===== src/rtl/cpu_pkg.sv =====
// Shared opcodes, flag indices and FSM states
// for the multi-cycle Prototype_Processor core.
package cpu_pkg;

  localparam logic [3:0] OP_ADD  = 4'h0;
  localparam logic [3:0] OP_SUB  = 4'h1;
  localparam logic [3:0] OP_AND  = 4'h2;
  localparam logic [3:0] OP_OR   = 4'h3;
  localparam logic [3:0] OP_XOR  = 4'h4;
  localparam logic [3:0] OP_ADDI = 4'h5;
  localparam logic [3:0] OP_LD   = 4'h6;
  localparam logic [3:0] OP_ST   = 4'h7;
  localparam logic [3:0] OP_BEQ  = 4'h8;
  localparam logic [3:0] OP_JMP  = 4'h9;
  localparam logic [3:0] OP_OUT  = 4'hA;
  localparam logic [3:0] OP_HALT = 4'hF;

  localparam int FLAG_Z = 0;
  localparam int FLAG_N = 1;
  localparam int FLAG_C = 2;
  localparam int FLAG_V = 3;

  typedef enum logic [2:0] {
    S_IDLE,
    S_FETCH,
    S_EXEC,
    S_MEM,
    S_WB,
    S_IDLE_CHK,
    S_HALT
  } state_e;

endpackage


===== src/rtl/cpu_regfile_mc.sv =====
// General register file: two async read ports,
// one write port, R0 hard-wired to zero.
module cpu_regfile_mc #(
  parameter int DATA_W = 32,
  parameter int NREGS  = 16,
  parameter int AW     = 4
) (
  input  logic              clk,
  input  logic              rst_n,
  input  logic              we,
  input  logic [AW-1:0]     waddr,
  input  logic [DATA_W-1:0] wdata,
  input  logic [AW-1:0]     ra1,
  input  logic [AW-1:0]     ra2,
  output logic [DATA_W-1:0] rd1,
  output logic [DATA_W-1:0] rd2
);

  logic [DATA_W-1:0] regs_q [NREGS];
  logic [DATA_W-1:0] regs_d [NREGS];

  always_comb begin
    regs_d = regs_q;
    if (we && (waddr != '0)) begin
      regs_d[waddr] = wdata;
    end
  end

  always_ff @(posedge clk or negedge rst_n) begin
    if (!rst_n) begin
      for (int i = 0; i < NREGS; i++) begin
        regs_q[i] <= '0;
      end
    end else begin
      regs_q <= regs_d;
    end
  end

  assign rd1 = (ra1 == '0) ? '0 : regs_q[ra1];
  assign rd2 = (ra2 == '0) ? '0 : regs_q[ra2];

endmodule


===== src/rtl/cpu_core_mc.sv =====
// Multi-cycle soft CPU with req/ack instruction
// and data memories, HALT state and strobed output.
module cpu_core_mc
  import cpu_pkg::*;
#(
  parameter int DATA_W  = 32,
  parameter int NREGS   = 16,
  parameter int PC_W    = 10,
  parameter int DADDR_W = 10
) (
  input  logic               CLK,
  input  logic               ASYN_CLR_N,
  input  logic               CPU_EN,
  output logic               IMEM_REQ,
  output logic [PC_W-1:0]    IMEM_ADDR,
  input  logic               IMEM_ACK,
  input  logic [31:0]        IMEM_RDATA,
  output logic               DMEM_REQ,
  output logic               DMEM_WE,
  output logic [DADDR_W-1:0] DMEM_ADDR,
  output logic [DATA_W-1:0]  DMEM_WDATA,
  input  logic               DMEM_ACK,
  input  logic [DATA_W-1:0]  DMEM_RDATA,
  output logic [PC_W-1:0]    PC_OUT,
  output logic [3:0]         FLAG_OUT,
  output logic [DATA_W-1:0]  OUT_RESULT,
  output logic               DOUT,
  output logic               HALTED
);

  localparam int AW = (NREGS > 1) ? $clog2(NREGS) : 1;
  localparam int M  = DATA_W - 1;

  state_e            state_q, state_d;
  logic [PC_W-1:0]   pc_q, pc_d;
  logic [31:0]       ir_q, ir_d;
  logic [3:0]        flags_q, flags_d;
  logic [DATA_W-1:0] res_q, res_d;
  logic [DATA_W-1:0] out_q, out_d;
  logic              dout_q, dout_d;

  logic [3:0]        op;
  logic [AW-1:0]     rd_a, rs_a, rt_a;
  logic [DATA_W-1:0] rs_v, rt_v, imm, opb;
  logic [PC_W-1:0]   pc_imm, pc_inc;
  logic [DATA_W:0]   sum_c, diff_c;
  logic [DATA_W-1:0] alu_res;
  logic [3:0]        alu_flags;
  logic              alu_c, alu_v;
  logic              is_alu, is_ldst;
  logic              mem_phase;
  state_e            nxt;

  assign op     = ir_q[31:28];
  assign rd_a   = ir_q[24 +: AW];
  assign rs_a   = ir_q[20 +: AW];
  assign rt_a   = ir_q[16 +: AW];
  assign imm    = DATA_W'($signed(ir_q[15:0]));
  assign pc_imm = PC_W'($signed(ir_q[15:0]));
  assign pc_inc = pc_q + PC_W'(1);

  assign is_alu  = (op <= OP_ADDI);
  assign is_ldst = (op == OP_LD) || (op == OP_ST);

  cpu_regfile_mc #(
    .DATA_W (DATA_W),
    .NREGS  (NREGS),
    .AW     (AW)
  ) u_rf (
    .clk   (CLK),
    .rst_n (ASYN_CLR_N),
    .we    (state_q == S_WB),
    .waddr (rd_a),
    .wdata (res_q),
    .ra1   (rs_a),
    .ra2   (rt_a),
    .rd1   (rs_v),
    .rd2   (rt_v)
  );

  // Immediate forms share the adder with address generation.
  assign opb    = (op == OP_ADDI || is_ldst) ? imm : rt_v;
  assign sum_c  = {1'b0, rs_v} + {1'b0, opb};
  assign diff_c = {1'b0, rs_v} + {1'b0, ~opb} + (DATA_W+1)'(1);

  always_comb begin
    alu_res = sum_c[M:0];
    alu_c   = 1'b0;
    alu_v   = 1'b0;
    case (op)
      OP_ADD, OP_ADDI: begin
        alu_res = sum_c[M:0];
        alu_c   = sum_c[DATA_W];
        alu_v   = (rs_v[M] == opb[M]) &&
                  (sum_c[M] != rs_v[M]);
      end
      OP_SUB: begin
        alu_res = diff_c[M:0];
        alu_c   = diff_c[DATA_W];
        alu_v   = (rs_v[M] != opb[M]) &&
                  (diff_c[M] != rs_v[M]);
      end
      OP_AND:  alu_res = rs_v & rt_v;
      OP_OR:   alu_res = rs_v | rt_v;
      OP_XOR:  alu_res = rs_v ^ rt_v;
      default: alu_res = sum_c[M:0];
    endcase
    alu_flags         = '0;
    alu_flags[FLAG_Z] = (alu_res == '0);
    alu_flags[FLAG_N] = alu_res[M];
    alu_flags[FLAG_C] = alu_c;
    alu_flags[FLAG_V] = alu_v;
  end

  assign mem_phase = (state_q == S_MEM) ||
                     (state_q == S_EXEC && is_ldst);
  assign nxt = CPU_EN ? S_FETCH : S_IDLE;

  always_comb begin
    state_d = state_q;
    pc_d    = pc_q;
    ir_d    = ir_q;
    flags_d = flags_q;
    res_d   = res_q;
    out_d   = out_q;
    dout_d  = 1'b0;
    case (state_q)
      S_IDLE: begin
        if (CPU_EN) state_d = S_FETCH;
      end
      S_FETCH: begin
        if (IMEM_ACK) begin
          ir_d    = IMEM_RDATA;
          state_d = S_EXEC;
        end
      end
      S_EXEC: begin
        unique case (1'b1)
          is_alu: begin
            res_d   = alu_res;
            flags_d = alu_flags;
            state_d = S_WB;
          end
          is_ldst: state_d = S_MEM;
          (op == OP_BEQ): begin
            pc_d    = (rs_v == rt_v) ? pc_inc + pc_imm : pc_inc;
            state_d = nxt;
          end
          (op == OP_JMP): begin
            pc_d    = pc_imm;
            state_d = nxt;
          end
          (op == OP_OUT): begin
            out_d   = rs_v;
            dout_d  = 1'b1;
            pc_d    = pc_inc;
            state_d = nxt;
          end
          (op == OP_HALT): state_d = S_HALT;
          default: begin
            pc_d    = pc_inc;
            state_d = nxt;
          end
        endcase
      end
      S_WB: begin
        pc_d    = pc_inc;
        state_d = nxt;
      end
      S_IDLE_CHK: state_d = nxt;
      S_MEM:      state_d = S_MEM;
      S_HALT:     state_d = S_HALT;
      default:    state_d = S_IDLE;
    endcase
    // A zero-wait ack completes the access in the EXEC cycle.
    if (mem_phase && DMEM_ACK) begin
      if (op == OP_LD) begin
        res_d   = DMEM_RDATA;
        state_d = S_WB;
      end else begin
        pc_d    = pc_inc;
        state_d = nxt;
      end
    end
  end

  always_ff @(posedge CLK or negedge ASYN_CLR_N) begin
    if (!ASYN_CLR_N) begin
      state_q <= S_IDLE;
      pc_q    <= '0;
      ir_q    <= '0;
      flags_q <= '0;
      res_q   <= '0;
      out_q   <= '0;
      dout_q  <= 1'b0;
    end else begin
      state_q <= state_d;
      pc_q    <= pc_d;
      ir_q    <= ir_d;
      flags_q <= flags_d;
      res_q   <= res_d;
      out_q   <= out_d;
      dout_q  <= dout_d;
    end
  end

  assign IMEM_REQ   = (state_q == S_FETCH);
  assign IMEM_ADDR  = pc_q;
  assign DMEM_REQ   = mem_phase;
  assign DMEM_WE    = mem_phase && (op == OP_ST);
  assign DMEM_ADDR  = DADDR_W'(sum_c[M:0]);
  assign DMEM_WDATA = rt_v;
  assign PC_OUT     = pc_q;
  assign FLAG_OUT   = flags_q;
  assign OUT_RESULT = out_q;
  assign DOUT       = dout_q;
  assign HALTED     = (state_q == S_HALT);

endmodule


===== config.mk =====
export PLATFORM = sky130hd
export DESIGN_NAME = cpu_core_mc
export DESIGN_NICKNAME = d
export VERILOG_FILES = /design/src/rtl/cpu_pkg.sv /design/src/rtl/cpu_regfile_mc.sv /design/src/rtl/cpu_core_mc.sv
export SDC_FILE = /design/constraint.sdc
export NUM_CORES = 1
export LEC_CHECK = 0
export CAP_MARGIN = 10
export CORE_ASPECT_RATIO = 0.5
export CORE_MARGIN = 4
export CORE_UTILIZATION = 60
export CTS_CLUSTER_SIZE = 8
export DETAILED_ROUTE_END_ITERATION = 8
export GPL_TIMING_DRIVEN = 0
export HOLD_SLACK_MARGIN = 0.02
export PLACE_DENSITY = 0.84
export SYNTH_ARGS = -nofsm -noshare
export SYNTH_HDL_FRONTEND = slang
export SYNTH_SLANG_ARGS = --single-unit

===== constraint.sdc =====
create_clock -name CLK -period 6.9 [get_ports CLK]
set_input_delay 1.725 -clock CLK [delete_from_list [all_inputs] [get_ports CLK]]
set_output_delay 1.725 -clock CLK [all_outputs]
set_load 0.05 [all_outputs]

==> flow_summary.json <==
{
  "rr_worst_depth": 21,
  "cp-end-kind": "primary output",
  "period_share": 1.01,
  "viasPerCell": 7.60,
  "start_util": 0.613,
  "peakVddDrop_mv": 0.248,
  "yosysSeqAreaShare": 0.400,
  "r2r_start": "ir_q[17]",
  "clock_sinks": 624,
  "ys_seq_elements": 624,
  "first_pass_iters": 9,
  "crit_path_start": "ir_q[21]",
  "drt_first_iter_violations": 5757,
  "synth_top_cell_area_share": 0.400,
  "design.core.area_um2": 63700,
  "cts_hold_buffers": 0,
  "skew_ns": 0.0402,
  "place_area_um2": 42000,
  "drt-total-wl_um": 154000,
  "htree_levels": 3,
  "die_y_um": 188,
  "syn_area_um2": 39000,
  "grt_max_degree": 131,
  "violations": "DRC, setup timing",
  "cp_max_fo": 19,
  "final-instance-count-excl-fill": 4373,
  "place_ws_ns": -1.47,
  "synth_edf_count": 0,
  "reg2reg_to": "FLAG_OUT[0]",
  "route.vias.total": 33235,
  "whs_ns": 0.477,
  "die_area_um2": 69400,
  "place.gp.congestion": 1.02,
  "io_pins": 172,
  "clk_latency_ns": 0.68,
  "worstHoldPathType": "reg -> reg",
  "criticalPathCategory": "reg -> out",
  "cap_violations": 0,
  "holdPathEnd": "u_rf.regs_q[491]",
  "worst_slack_ns": -0.0842,
  "p_per_area_nw_per_um2": 537,
  "synthTopCellsByArea": "dfrtp_1 40%, mux4_2 17%, mux2_2 15%",
  "cts_buffers": 88,
  "final_max_slew_viol_count": 0,
  "start_kind": "register",
  "setup_viol": 2,
  "track_usage": 0.426,
  "wl_per_cell_um": 35.2,
  "layout.nets": 3700,
  "power_mw": 24.0,
  "fin_crit_ns": 6.98,
  "dp_hpwl_um": 102000,
  "grt_pass1_vias": 33379,
  "drc": 2,
  "cts_root_buffer": "clkbuf_16",
  "power.leakage_nw": 20.0,
  "syn_inst": 3219,
  "final_antenna_net_count": 0,
  "grt_pass1_wl_um": 217000,
  "hold_viol": 0,
  "synthesis.nets": 3429,
  "cts_tree": "built",
  "crit_required_ns": 5.18,
  "synth_area_leader_cell": "dfrtp_1",
  "ys.flop_type": "dfrtp_1",
  "drive_gt1_frac": 0.315,
  "antenna_found_initial": 7,
  "hold_depth": 1,
  "hp-start": "u_rf.regs_q[491]",
  "relSlewSlack": 0.0710,
  "clockBufferDepth": 3,
  "reg2reg_slack_ns": 0,
  "worst_slew_pin_slew_ns": 1.39,
  "async_reset_ff_frac": 1.00,
  "avgSynthCellArea_um2": 12.1,
  "yosysWarnings": 0,
  "dieWidth_um": 369,
  "clk_pin_slew_worst_paths_ns": 0.05,
  "outcome": "finished with violations",
  "max_clock_freq_mhz": 143,
  "final_area_um2": 44800,
  "rows": 65,
  "crit_arrival_ns": 5.26,
  "dpl.cell_count": 4269,
  "areaGrowthSynthToFinish_pct": 14.7,
  "synth.distinct_cells": 91,
  "grt-ovfl-total": 0,
  "portBuffers": 171
}
[how the worst max path moves through the flow]
stage          slack [ns]           end  cells past startpoint
2_1_floorplan        0.08  DMEM_ADDR[9]                     13
3_3_place_gp       -22.93   FLAG_OUT[3]                      1
3_5_place_dp        -1.47  DMEM_ADDR[8]                     14
4_1_cts            -0.005  DMEM_ADDR[8]                     15
5_1_grt             -0.07  DMEM_ADDR[8]                     13
6_report            -0.08  DMEM_ADDR[8]                     13
[power by group]
part | leakage (nW) | internal (mW) | switching, mW
combinational | 10.4 | 5.21 | 8.61
clock | 1.17 | 2.31 | 1.70
sequential | 8.52 | 4.77 | 1.42
[sequential cells by signal (all words and copies together) (netlist names)]
| signal | flops |
|---|---|
| OUT_RESULT | 32 |
| DOUT | 1 |
| IMEM_ADDR | 10 |
| ir_q | 32 |
| state_q | 3 |
| u_rf.regs_q | 510 |
| FLAG_OUT | 4 |
| res_q | 32 |
[cells in the mapped netlist (all sizes together) (8+ instances only)]
cell type	count
nand2b	24
nor3b	11
or2	10
o211ai	15
nor2b	49
buf	98
nand3	28
o21bai	13
a22oi	12
o31ai	23
a21oi	117
mux2i	36
o311ai	10
inv	151
ha	138
o21a	8
o211a	16
nand2	173
and2	18
nand4	12
nor4	28
a21boi	9
clkbuf	196
xor2	12
mux2	532
mux4	295
a221oi	32
nor3	32
o21ai	170
a21o	26
dfrtp	624
a211oi	14
nor2	117
a211o	11
xnor2	24
or3	13
o22ai	8
and3	9
[cells in the final DEF (no fill, tap or decap), types with 16 or more instances in the layout]
master / count
clkbuf_2: 30
a21o_1: 26
o211a_1: 16
nand2b_1: 24
inv_1: 151
dfrtp_1: 620
mux4_2: 295
nor2_1: 115
clkbuf_16: 90
clkdlybuf4s50_1: 163
ha_1: 137
mux2_2: 532
o31ai_1: 22
buf_1: 33
o21ai_0: 164
nor4_1: 24
and2_1: 17
nand3_1: 28
clkbuf_1: 154
nor3_1: 30
nor2b_1: 49
buf_4: 26
a21oi_1: 115
a221oi_1: 29
nand2_1: 173
mux2i_1: 36
xnor2_1: 24
buf_2: 24
[metrics by stage]
step / TNS, ns / utilization
3_5_place_dp: -14.99 / 0.660
5_1_grt: -0.165 / 0.703
6_report: -0.0879 / 0.703
4_1_cts: -0.00469 / 0.701
3_3_place_gp: - / 0.657
2_1_floorplan: 0 / -
[logic make-up after synthesis]
logic type,synth area share
adders and majority gates,0.0458
muxes,0.333
DFF,0.400
AOI/OAI and AO/OA,0.0982
xor gates and xnor gates,0.00808
buffers and inverters,0.0453
and+or+nand+nor,0.0693
[cell type report]
type                    instances  area, µm²
diodes                          4       10.0
plain buffers                 291       1470
clock buffers                  91       2270
clock inverters                 7        118
fillers                      4074      18900
inverters                     151        567
multi-input cells            2150      21700
flip-flops and latches        624      15600
well taps                     871       1090
repair buffers                184       1920
[layer usage]
| metal | vias up | track usage | routed length, µm | share of wire |
|---|---|---|---|---|
| met5 | - | 0.0261 | 442 | 0.0029 |
| met4 | 17 | 0.233 | 12300 | 0.080 |
| met3 | 1091 | 0.220 | 27200 | 0.18 |
| met2 | 3343 | 0.611 | 62600 | 0.41 |
| met1 | 16199 | 0.521 | 51400 | 0.33 |
| li1 | 12585 | - | - | - |
[critical path: stages, from the launching register on]
cell,delay (ns)
dfrtp_2,0.47
buf_6,0.28
buf_4,0.33
buf_4,0.33
mux4_2,0.36
mux4_2,0.51
nor2b_1,0.25
ha_2,0.25
fa_1,0.47
a21o_1,0.24
a221o_1,0.40
a31oi_2,0.23
xor2_1,0.22
buf_4,0.24
[timing repair]
action                     4_1_cts  5_1_grt
hold endpoints to repair         0        0
setup endpoints to repair       54       12
gates resized for setup        149       62
pin swaps                        2        1
cloned                           0        0
setup buffers                    2        3
(Power assumes the default switching activity.)
